[src/rtl/change_dispenser_pkg.sv]
// Shared types and constants for the change dispenser: FSM states and coin values
// expressed in nickel units.
package change_dispenser_pkg;

   typedef enum logic [2:0] {
      IDLE     = 3'd0,
      ISSUE    = 3'd1,
      WAIT_ACK = 3'd2,
      DONE     = 3'd3,
      ERROR    = 3'd4
   } state_t;

   localparam int NICKEL_UNITS        = 1;
   localparam int DIME_UNITS          = 2;
   localparam int DEFAULT_ACK_TIMEOUT = 15;

endpackage

[src/rtl/change_ack_timer.sv]
// Counts cycles spent waiting for a coin-drop acknowledge; expired is high on the
// last permitted wait cycle (count == ACK_TIMEOUT-1).
module change_ack_timer #(
   parameter int TIMER_W     = 4,
   parameter int ACK_TIMEOUT = 15
) (
   input  logic clk,
   input  logic reset,
   input  logic clear,
   input  logic enable,
   output logic expired
);

   logic [TIMER_W-1:0] count;

   always_ff @(posedge clk) begin
      if (reset || clear) begin
         count <= '0;
      end else if (enable) begin
         count <= count + TIMER_W'(1);
      end
   end

   assign expired = (count == TIMER_W'(ACK_TIMEOUT - 1));

endmodule

[src/rtl/change_dispenser.sv]
// Refund payout controller: takes an amount in nickels and ejects dimes first, then
// nickels, one coin at a time, waiting for a hopper drop acknowledge after each coin.
import change_dispenser_pkg::*;

module change_dispenser #(
   parameter int AMOUNT_W    = 4,
   parameter int ACK_TIMEOUT = DEFAULT_ACK_TIMEOUT,
   parameter int TIMER_W     = 4
) (
   input  logic                clk,
   input  logic                reset,
   // Request handshake: a refund is accepted on a cycle where io_req_valid && io_req_ready.
   input  logic                io_req_valid,
   input  logic [AMOUNT_W-1:0] io_req_amount,
   output logic                io_req_ready,
   input  logic                io_dime_empty,
   input  logic                io_nickel_empty,
   output logic                io_nickel,
   output logic                io_dime,
   input  logic                io_ack,
   output logic                io_done,
   output logic                io_error,
   input  logic                io_clear,
   output logic [AMOUNT_W-1:0] io_remaining,
   output state_t              dbg_state
);

   state_t              state, state_next;
   logic [AMOUNT_W-1:0] remaining;
   logic [AMOUNT_W-1:0] pending;
   logic [AMOUNT_W-1:0] remaining_after;
   logic                take_dime, take_nickel;
   logic                timer_expired;

   change_ack_timer #(
      .TIMER_W     (TIMER_W),
      .ACK_TIMEOUT (ACK_TIMEOUT)
   ) u_ack_timer (
      .clk     (clk),
      .reset   (reset),
      .clear   (state != WAIT_ACK),
      .enable  (state == WAIT_ACK),
      .expired (timer_expired)
   );

   // Dime only when at least two nickels are owed, so the subtraction never wraps.
   assign take_dime       = (remaining >= AMOUNT_W'(DIME_UNITS)) && !io_dime_empty;
   assign take_nickel     = !take_dime && !io_nickel_empty;
   assign remaining_after = remaining - pending;

   always_ff @(posedge clk) begin
      if (reset) begin
         state     <= IDLE;
         remaining <= '0;
         pending   <= '0;
      end else begin
         state <= state_next;
         case (state)
            IDLE:     if (io_req_valid) remaining <= io_req_amount;
            ISSUE: begin
               if (take_dime)        pending <= AMOUNT_W'(DIME_UNITS);
               else if (take_nickel) pending <= AMOUNT_W'(NICKEL_UNITS);
            end
            WAIT_ACK: if (io_ack) remaining <= remaining_after;
            DONE:     remaining <= '0;
            ERROR:    if (io_clear) remaining <= '0;
            default:  ;
         endcase
      end
   end

   always_comb begin
      state_next = state;
      case (state)
         IDLE:     if (io_req_valid) state_next = (io_req_amount == '0) ? DONE : ISSUE;
         ISSUE:    state_next = (take_dime || take_nickel) ? WAIT_ACK : ERROR;
         // An ack on the final wait cycle takes priority over the timeout.
         WAIT_ACK: begin
            if (io_ack)             state_next = (remaining_after == '0) ? DONE : ISSUE;
            else if (timer_expired) state_next = ERROR;
         end
         DONE:     state_next = IDLE;
         ERROR:    if (io_clear) state_next = IDLE;
         default:  state_next = IDLE;
      endcase
   end

   always_comb begin
      io_req_ready = (state == IDLE);
      io_dime      = 1'b0;
      io_nickel    = 1'b0;
      io_done      = 1'b0;
      io_error     = 1'b0;
      case (state)
         ISSUE: begin
            io_dime   = take_dime && !reset;
            io_nickel = take_nickel && !reset;
         end
         DONE:    io_done  = !reset;
         ERROR:   io_error = 1'b1;
         default: ;
      endcase
   end

   assign io_remaining = remaining;
   assign dbg_state    = state;

endmodule
[config.mk]
export PLATFORM = sky130hd
export DESIGN_NAME = change_dispenser
export DESIGN_NICKNAME = d
export VERILOG_FILES = /design/src/rtl/change_dispenser_pkg.sv /design/src/rtl/change_ack_timer.sv /design/src/rtl/change_dispenser.sv
export SDC_FILE = /design/constraint.sdc
export NUM_CORES = 1
export LEC_CHECK = 0
export BUFFER_PORTS_ARGS = -buffer_cell sky130_fd_sc_hd__buf_2
export CAP_MARGIN = 20
export CORE_ASPECT_RATIO = 1.2
export CORE_MARGIN = 2
export CORE_UTILIZATION = 53
export CTS_BUF_LIST = sky130_fd_sc_hd__clkbuf_8
export CTS_CLUSTER_DIAMETER = 150
export DETAILED_ROUTE_END_ITERATION = 10
export PLACE_DENSITY = 0.88
export RECOVER_POWER = 25
export SYNTH_ARGS = -nofsm -noshare
export SYNTH_HDL_FRONTEND = slang
export SYNTH_HIERARCHICAL = 1
export SYNTH_SLANG_ARGS = --single-unit
[constraint.sdc]
create_clock -name clk -period 2.54 [get_ports clk]
set_input_delay 0.254 -clock clk [delete_from_list [all_inputs] [get_ports clk]]
set_output_delay 0.254 -clock clk [all_outputs]
set_load 0.01 [all_outputs]
==> results.md <==
- Tcrit/Tclk final: 0.8588
- Dpl ws: between 0.3 and 0.4 ns
- Number of global-route vias before repair: ~710
- Minimum clock period: ~2.2 ns
- Pin count of the biggest net entering global routing: 16
- Total Routing Usage GR: 0.2195
- Post-synth ARST share: 0
- Leading area contributor after synthesis: dfxtp_1
- Clk Latency, worst-skew pair: ~0.24 ns
- Post-CTS Hold Fix Bufs: 0
- Critical path's slowest cell: fa_1
- Kind of critical path: flip-flop to flip-flop
- Post-synth net total: 117
- Final hold vios: 0
- R2r worst-path depth: 7
- Total grt overflow: 0
- Area contributors post-synth: dfxtp_1, ha_1, nor2_1
- CP top delay family: adder cells
- Worst setup EP type: flip-flop
- Crit-path cells: inv_1 > ha_1 > fa_1 > xnor2_1 > or3b_1 > o32a_1 > o41ai_2
- Multi-input gate area: 531.8 sq um
- Post-synth EDFFs: 0
- Crit start category: flip-flop
- DRT antenna net count: 0
- Pwr per Cell Area: 630.8 nW/um^2
- Netlist Area Pre-Place: ~850 sq um
- Peak Freq: roughly 460 MHz
- Fillers: 118
- Post-synthesis sequential area ratio: 0.3063
- Worst slew margin: 0.6675
- Initial Util: 0.5803
- PortBufs: 22
- Final HPWL DP: 1486 microns
- DRT Wirelength: 2035 microns
- Total CTS buffers: 3
- Area Growth Syn to Fin: 15.76%
- Drt first-iter violations: 31
- CTS tree: yes
- Buffer count from post-CTS setup fixing: 0
- DR vias/cell: 6.209
- WP data arrival: around 2.3 ns
- Core Region: between 1000 and 1500 sq um
- Max Clock Skew: between 0.004 and 0.005 ns
- Fin Setup TNS: 0 ns
- Syn Inst Count: roughly 100
- Status: finished clean
- Static Leak: between 0.3 and 0.4 nW
- Metal-1 WL: between 800 and 900 microns
- Chip Width: between 40 and 50 microns
- Top FF cell, synth: dfxtp_1
- # DRC: 0
- Cell Area, Placed: about 950 sq um
- Drt wl/cell: about 15 microns
- Boundary Pins: 23
- Clock sink total: 13
- Die H: around 48 microns
- Critical Path RT: about 2.7 ns
- Final Max Tran Viols: 0
- Flop and latch count out of synthesis: 13
- Clock-pin slew on the worst setup and hold paths: approximately 0.06 ns
- Max incr delay on CP: around 0.40 ns
- First-pass GRT wire length: 2794 microns
- Finish-stage setup viols: 0
- Layout cells sized above 1: 0.1967
- Min setup slack post-route: 0.3588 ns
- Max Used Layer: met4
- Initial antenna violation count: 0
- Top-area cell type share of the netlist area: 0.3063
- Total of max-cap violations: 0
- Worst Hold Class: input pin to flip-flop
- Syn avg cell area: 8.412 sq um
- Sequential cell area: approximately 260 sq um
- Clock Path Buffers: 2
- CTS H-tree depth: 1
- Met3 WL: 106 microns
- Nets@finish: approximately 140
- Root buffer cell: clkbuf_8
- WL met2: about 1000 microns
- Critical Path Fanout Max: 3
- Die area: between 1500 and 2000 sq um
- Worst Path Buf+Inv: 1
- Ys Warns: 6
- Crit path depth: 7
- Antenna cells: 0
- CTS resizes: 0
- Std-Cell Rows: 15
- Gp weighted congestion: ~0.86
- Distinct cell type count after synthesis: 39
- Peak VDD IR: a little over 400 uV
- Design area: roughly 980 sq um
- WHS Path Cells: 3
- DR vias: ~860
- Unrepaired setup endpoints after global routing: false
- DRT Pass-1 Iters: 4
- Measured slew at the worst slew-check pin: between 0.4 and 0.5 ns
==> flip-flops by register name (all words and copies together), names as in the netlist <==
register,flops
dbg_state,3
pending,2
io_remaining,4
u_ack_timer/count,4
==> tightest hold or removal path: stages <==
cell and delay [ns]:
buf_2 0.09, nor2_1 0.04, o2bb2ai_1 0.11
==> stage by stage <==
| step | std cells | hold slack, ns | power, mW | util |
|---|---|---|---|---|
| 6_report | 139 | 0.3022 | 0.6203 | 0.6718 |
| 5_1_grt | 139 | 0.2968 | 0.6532 | 0.6718 |
| 4_1_cts | 139 | 0.2986 | 0.6219 | 0.6769 |
| 3_5_place_dp | 135 | 0.5088 | 0.4422 | 0.6462 |
| 3_3_place_gp | 135 | 0.4995 | 0.4326 | 0.6462 |
| 2_1_floorplan | 101 | 0.4187 | 0.3875 | - |
==> layer usage <==
metal  vias to the layer above  track usage
met2                        35       0.4032
met5                         -            0
met1                       398       0.2090
li1                        418            -
met4                         0       0.1533
met3                        12      0.04651
==> worst paths after layout <==
check / from / to / slack, ns
min: io_clear / dbg_state[2]$_SDFFE_PP0P_ / 0.30
max reg2reg: io_remaining[0]$_SDFFE_PP0P_ / dbg_state[1]$_SDFFE_PP0P_ / 0.36
max: io_remaining[0]$_SDFFE_PP0P_ / dbg_state[1]$_SDFFE_PP0P_ / 0.36
min reg2reg: u_ack_timer/count[1]$_SDFFE_PP0P_ / u_ack_timer/count[1]$_SDFFE_PP0P_ / 0.51
==> final cells by class <==
type	instances	area share
clock inverter	1	0.003817
timing repair buffer	22	0.1043
multi-input combinational	77	0.5407
inverter	6	0.02290
tap	17	0.02163
sequential	13	0.2646
clock buffer	3	0.04198
==> cells by family after synthesis <==
kind of cell	share of synthesized area
fa+ha+maj	0.08248
flops	0.3063
mux	0.01325
compound gates	0.2106
xor+xnor	0.02062
simple gates	0.2990
buf+inv	0.06773
==> cell usage after synthesis, drive strengths merged, types with 3 or more instances <==
cell	count
dfxtp	13
nor2	11
nor3	8
a21oi	6
o21ai	6
a211oi	5
inv	5
ha	4
nor4	4
or3b	4
buf	3
nand2	3
==> cell usage in the layout (no fill, tap or decap), drive strengths merged, types with 3 or more instances in the layout <==
master,synthesis,layout
nor3,8,8
or3b,4,4
ha,4,4
nor2,11,11
a21oi,6,6
buf,3,16
nor4,4,4
nand2,3,3
clkbuf,2,9
a211oi,5,5
dfxtp,13,13
inv,5,6
o21ai,6,6
==> where the power goes <==
| part | switching, mW | internal [mW] |
|---|---|---|
| clock network | 0.0748 | 0.107 |
| registers | 0.0318 | 0.223 |
| logic | 0.104 | 0.0805 |
Power figures use the tool's default switching activity.
